File: config.mk
export PLATFORM = sky130hd
export DESIGN_NAME = oflow_mem_ctrl
export DESIGN_NICKNAME = d
export VERILOG_FILES = /design/src/rtl/oflow_mem_ctrl.sv
export SDC_FILE = /design/constraint.sdc
export NUM_CORES = 1
export LEC_CHECK = 0
export ABC_AREA = 1
export BUFFER_PORTS_ARGS = -buffer_cell sky130_fd_sc_hd__buf_2
export CORE_AREA = 8 8 672 674
export DETAILED_ROUTE_END_ITERATION = 10
export DIE_AREA = 0 0 680 682
export SYNTH_ARGS = -nofsm -noshare
export SYNTH_HDL_FRONTEND = slang
export SYNTH_SLANG_ARGS = --single-unit
export TNS_END_PERCENT = 100
File: constraint.sdc
create_clock -name clk -period 2.37 [get_ports clk]
set_input_delay 0.3555 -clock clk [delete_from_list [all_inputs] [get_ports clk]]
set_output_delay 0.3555 -clock clk [all_outputs]
set_load 0.05 [all_outputs]
File: src/rtl/oflow_mem_ctrl.sv
// Feature-memory controller: arbitrates feature-record writes and similarity-metric row reads onto dual-port SRAM.
// Optional OFLOW_MEM_CTRL_STATS_EN adds saturating write-stall and read-error counters.
module oflow_mem_ctrl #(
  parameter int DATA_WIDTH_MEM = 284,
  parameter int ADDR_WIDTH     = 8,
  parameter int RAM_DEPTH      = 1 << ADDR_WIDTH
) (
  input  logic                      clk,
  input  logic                      reset_N,
  input  logic                      frame_start,
  input  logic                      wr_valid,
  input  logic                      wr_single,
  input  logic [DATA_WIDTH_MEM-1:0] wr_data_0,
  input  logic [DATA_WIDTH_MEM-1:0] wr_data_1,
  output logic                      wr_ready,
  input  logic                      rd_req,
  input  logic [ADDR_WIDTH-1:0]     rd_addr,
  output logic                      rd_gnt,
  output logic                      rd_valid,
  output logic [DATA_WIDTH_MEM-1:0] rd_data,
  output logic                      rd_err,
  output logic [ADDR_WIDTH:0]       row_count,
`ifdef OFLOW_MEM_CTRL_STATS_EN
  output logic [15:0]               wr_stall_cnt,
  output logic [15:0]               rd_err_cnt,
`endif
  output logic [ADDR_WIDTH-1:0]     mem_address_0,
  output logic [ADDR_WIDTH-1:0]     mem_address_1,
  output logic [DATA_WIDTH_MEM-1:0] mem_data_in_0,
  output logic [DATA_WIDTH_MEM-1:0] mem_data_in_1,
  output logic                      mem_csb_0,
  output logic                      mem_csb_1,
  output logic                      mem_web_0,
  output logic                      mem_web_1,
  output logic                      mem_oeb_0,
  output logic                      mem_oeb_1,
  input  logic [DATA_WIDTH_MEM-1:0] mem_data_out_0
);

  typedef enum logic [2:0] {S_IDLE, S_WR, S_RD_ADDR, S_RD_WAIT, S_RD_DATA} state_t;
  typedef enum logic {GNT_WR, GNT_RD} grant_t;

  state_t state, state_nxt;
  grant_t last_grant;
  logic   rd_err_pend;
  logic   full;
  logic   wr_can;
  logic   rd_in_range;
  logic [ADDR_WIDTH+1:0] fill_next;

  assign fill_next   = {1'b0, row_count} + (wr_single ? (ADDR_WIDTH+2)'(1) : (ADDR_WIDTH+2)'(2));
  assign full        = fill_next > (ADDR_WIDTH+2)'(RAM_DEPTH);
  assign rd_in_range = {1'b0, rd_addr} < row_count;
  // Port 1 never reads, so its output enable stays inactive.
  assign mem_oeb_1   = 1'b1;

  always_comb begin
    state_nxt = state;
    wr_ready  = 1'b0;
    rd_gnt    = 1'b0;
    wr_can    = 1'b0;
    case (state)
      S_IDLE: begin
        if (reset_N && !frame_start) begin
          wr_can = wr_valid && !full;
          if (wr_can && rd_req) begin
            if (last_grant == GNT_RD) wr_ready = 1'b1;
            else                      rd_gnt   = 1'b1;
          end else if (wr_can) begin
            wr_ready = 1'b1;
          end else if (rd_req) begin
            rd_gnt = 1'b1;
          end
        end
        if (wr_ready)    state_nxt = S_WR;
        else if (rd_gnt) state_nxt = S_RD_ADDR;
      end
      S_WR:      state_nxt = S_IDLE;
      S_RD_ADDR: state_nxt = S_RD_WAIT;
      S_RD_WAIT: state_nxt = S_RD_DATA;
      S_RD_DATA: state_nxt = S_IDLE;
      default:   state_nxt = S_IDLE;
    endcase
  end

  always_ff @(posedge clk or negedge reset_N) begin
    if (!reset_N) begin
      state         <= S_IDLE;
      last_grant    <= GNT_WR;
      rd_err_pend   <= 1'b0;
      row_count     <= '0;
      rd_valid      <= 1'b0;
      rd_err        <= 1'b0;
      rd_data       <= '0;
      mem_address_0 <= '0;
      mem_address_1 <= '0;
      mem_data_in_0 <= '0;
      mem_data_in_1 <= '0;
      mem_csb_0     <= 1'b1;
      mem_csb_1     <= 1'b1;
      mem_web_0     <= 1'b1;
      mem_web_1     <= 1'b1;
      mem_oeb_0     <= 1'b1;
    end else begin
      state     <= state_nxt;
      mem_csb_0 <= 1'b1;
      mem_csb_1 <= 1'b1;
      mem_web_0 <= 1'b1;
      mem_web_1 <= 1'b1;
      mem_oeb_0 <= 1'b1;
      rd_valid  <= 1'b0;
      rd_err    <= 1'b0;

      if (frame_start)
        row_count <= '0;
      else if (wr_ready)
        row_count <= row_count + (wr_single ? (ADDR_WIDTH+1)'(1) : (ADDR_WIDTH+1)'(2));

      if (wr_ready) begin
        last_grant    <= GNT_WR;
        mem_csb_0     <= 1'b0;
        mem_web_0     <= 1'b0;
        mem_address_0 <= row_count[ADDR_WIDTH-1:0];
        mem_data_in_0 <= wr_data_0;
        if (!wr_single) begin
          mem_csb_1     <= 1'b0;
          mem_web_1     <= 1'b0;
          mem_address_1 <= row_count[ADDR_WIDTH-1:0] + ADDR_WIDTH'(1);
          mem_data_in_1 <= wr_data_1;
        end
      end

      // Out-of-range reads skip the memory but keep the same three-cycle latency.
      if (rd_gnt) begin
        last_grant  <= GNT_RD;
        rd_err_pend <= !rd_in_range;
        if (rd_in_range) begin
          mem_csb_0     <= 1'b0;
          mem_oeb_0     <= 1'b0;
          mem_address_0 <= rd_addr;
        end
      end

      if (state == S_RD_WAIT) begin
        rd_valid <= 1'b1;
        rd_err   <= rd_err_pend;
        rd_data  <= rd_err_pend ? '0 : mem_data_out_0;
      end
    end
  end

`ifdef OFLOW_MEM_CTRL_STATS_EN
  always_ff @(posedge clk or negedge reset_N) begin
    if (!reset_N) begin
      wr_stall_cnt <= '0;
      rd_err_cnt   <= '0;
    end else if (frame_start) begin
      wr_stall_cnt <= '0;
      rd_err_cnt   <= '0;
    end else begin
      if (wr_valid && full && wr_stall_cnt != '1)
        wr_stall_cnt <= wr_stall_cnt + 16'd1;
      if (state == S_RD_WAIT && rd_err_pend && rd_err_cnt != '1)
        rd_err_cnt <= rd_err_cnt + 16'd1;
    end
  end
`endif

endmodule

==> metrics.yaml <==
fin_tns_setup_ns: -269.26
path_clk_slew_ns: 0.06
cp.required_ns: 2.01
violations: "negative setup slack"
critPathKind: "flop to primary output"
grt_pass1_vias: 40502
layout_min_cycle_time_ns: 3.19
path_cells: "ha_4, nand2_4, nand3_1, nand2_2, nor2_1, nand2_1, nor2_1, nand2_1, nand2_2, nand4_4, buf_6, inv_12, buf_8, buf_12"
dp_hpwl_um: 344000
cp_slowest_cell: "dfrtp_2"
grt_max_degree: 142
multiInputGateArea_sq_mm: 0.0112
syn_area_per_cell_sq_um: 8.82
cellPowerDensity_mw_per_mm2: 1590
grt_use_met1_pct: 17.3
die_area_sq_mm: 0.464
die-height_um: 682
slew_headroom_pct: 42.1
grt_overflow: 0
drt_iter0_drc: 2842
async_flop_share_pct: 100
synth_flop_cell: "dfrtp_1"
final_core_util_pct: 15.3
antenna_found_initial: 462
htree_levels: 4
place.gp.congestion: 0.965
yosys_warnings: 0
worst_pin_slew_ns: 0.869
finClkSkew_ns: 0.0649
core_area_sq_mm: 0.440
wl_um: 398000
ant_nets: 0
clk_latency_ns: 0.85
netlist_instances: 3893
setup_viol: 597
max_freq_ghz: 0.314
drc_errors: 0
worst_setup_path_start_kind: "flop"
busiest_layer: "met2"
hold_violations: 0
synth-seq-cells: 888
start_util_pct: 7.80
grt.total_usage_pct: 16.3
avgViaCountPerCell: 3.20
grt_first_pass_wirelength_um: 484000
dr_total_vias: 41044
final_max_slew_viol_count: 0
fin_crit_sh_pct: 134
critPathMaxStageDelay_ns: 0.42
nets: 7549
numClockSinks: 888
timing.final.ws_setup_ns: -0.817
fillers: 50278
ys_seq_area_share_pct: 64.7
drt_pass1_iterations: 5
cap_violations: 0
syn_to_final_growth_pct: 95.9
drive_gt1_share_pct: 34.2
root_buffer: "clkbuf_16"
hp-class: "primary input to flop"
use_met2_pct: 27.7
clk_path_buf_depth: 4
ioPinCount: 1753
synth_edf_count: 0
rows: 244
regArea_sq_mm: 0.0222
synth.cell_area_sq_mm: 0.0343
syn_nets: 4770
cp.arrival_ns: 2.83
p_leak_nw: 32.9
end_kind: "primary output"
drt-wirelength-per-cell_um: 31.1
die_w_um: 680
portBuffers: 1751
cts_tree: "yes"
rsz0062_at_grt: "true"
status: "finished with violations"
synth.distinct_cells: 28
use_met3_pct: 8.51
cp_max_fo: 4
vdd_ir_drop_max_mv: 0.928
cts_made_buffers: 134
-- sequential cells by signal, summed over array words and instances (netlist names), 3 cells and up --
name           cells
rd_data          284
mem_address_0      8
row_count          9
mem_data_in_0    284
mem_address_1      8
state              3
mem_data_in_1    284
-- timing repair --
item / CTS / global route
hold buffers: 864 / 0
hold endpoints to repair: 1159 / 0
setup buffers: 30 / 22
pin swaps: 6 / 13
endpoints found under the setup margin: 591 / 603
gates cloned: 26 / 23
resized for setup: 145 / 64
-- placed cells by master (no fill, tap or decap), types with 12 or more instances in the layout --
cell           count
nand2_1         2024
buf_2           1748
dfrtp_1          880
dlygate4sd3_1    864
nor2_1           294
a21oi_1          292
clkbuf_16        156
diode_2          131
buf_4            110
buf_12            64
nand2_2           53
inv_1             30
buf_16            24
clkinv_2          23
clkbuf_8          21
buf_6             20
clkbuf_1          14
bufinv_16         13
nand3_1           12
nand4_1           12
-- metal layers --
metal | wire (um) | vias to the layer above | part of all wire [%]
li1 | - | 17808 | -
met3 | 48700 | 1000 | 12
met2 | 187000 | 2446 | 47
met5 | 851 | - | 0.21
met1 | 142000 | 19656 | 36
met4 | 18700 | 134 | 4.7
-- critical path, delay by kind of cell (launching register included) --
kind                     cells  cell delay [ns]
adder cells (fa/ha/maj)      1             0.31
AND/OR/NAND/NOR              9             0.74
buffers and inverters        4             0.47
flip-flops                   1             0.42
-- cells in the mapped netlist (3+ instances only) --
cell type	n	area, sq um
nor2_1	294	1100
clkbuf_1	104	390
inv_2	3	11.3
nor3_1	3	15.0
inv_1	32	120
nand3_1	17	85.1
nand4_1	12	75.1
buf_2	81	405
dfstp_2	4	105
dfrtp_1	884	22100
buf_1	11	41.3
xor2_1	7	61.3
ha_1	11	138
buf_4	31	233
nand2_1	2086	7830
o22ai_1	4	25.0
a21oi_1	292	1460
o21ai_0	6	30.0
-- path summary, 6_finish.rpt --
kind | slack, ns | cells after the start | end | startpoint
max reg2reg | -0.80 | 22 | mem_data_in_1[124] | row_count[1]
max | -0.82 | 14 | wr_ready | row_count[1]
max in group asynchronous | 0.50 | 4 | mem_data_in_1[155] | reset_N
min | 0.11 | 7 | mem_address_0[5] | wr_valid
min reg2reg | 0.46 | 2 | mem_data_in_1[146] | mem_data_in_1[146]
min in group asynchronous | 0.31 | 3 | mem_data_in_0[193] | reset_N
-- area by class of cell --
class | count | area share, %
Antenna cell | 131 | 0.487
Clock buffer | 172 | 5.60
Inverter | 36 | 0.260
Tap cell | 5904 | 11.0
Clock inverter | 64 | 1.26
Timing Repair inverter | 5 | 0.182
Timing Repair Buffer | 2865 | 31.5
Multi-Input combinational cell | 2742 | 16.6
Sequential cell | 888 | 33.1
-- where the power goes --
group / internal [mW] / total (mW) / switching (mW)
clock: 12.8 / 21.5 / 8.74
combinational: 10.7 / 59.0 / 48.3
sequential: 22.3 / 26.7 / 4.40
-- logic make-up (layout without fill, tap and decap cells) --
family	count (synthesis)	after routing	synth area share, %
XOR/XNOR	7	7	0.179
AO/OA/AOI/OAI	305	305	4.48
flip-flops	888	888	64.7
adder cells (fa/ha/maj)	11	11	0.401
buffers and inverters	263	3142	3.51
other	1	132	0.0109
AND/OR/NAND/NOR	2418	2418	26.7
-- through the flow --
stage	setup WS [ns]	area (sq um)	instances	hold slack [ns]	power [mW]
after floorplan	0.00165	34400	3893	0.0599	58.8
after global placement	-0.491	51200	11479	0.434	84.3
after detailed placement	-0.528	51200	11479	0.421	84.6
after CTS	-0.918	66000	12634	0.0233	109
after global routing	-1.04	67100	12735	0.0842	112
final	-0.817	67300	12807	0.110	107
Power figures use the tool's default switching activity.
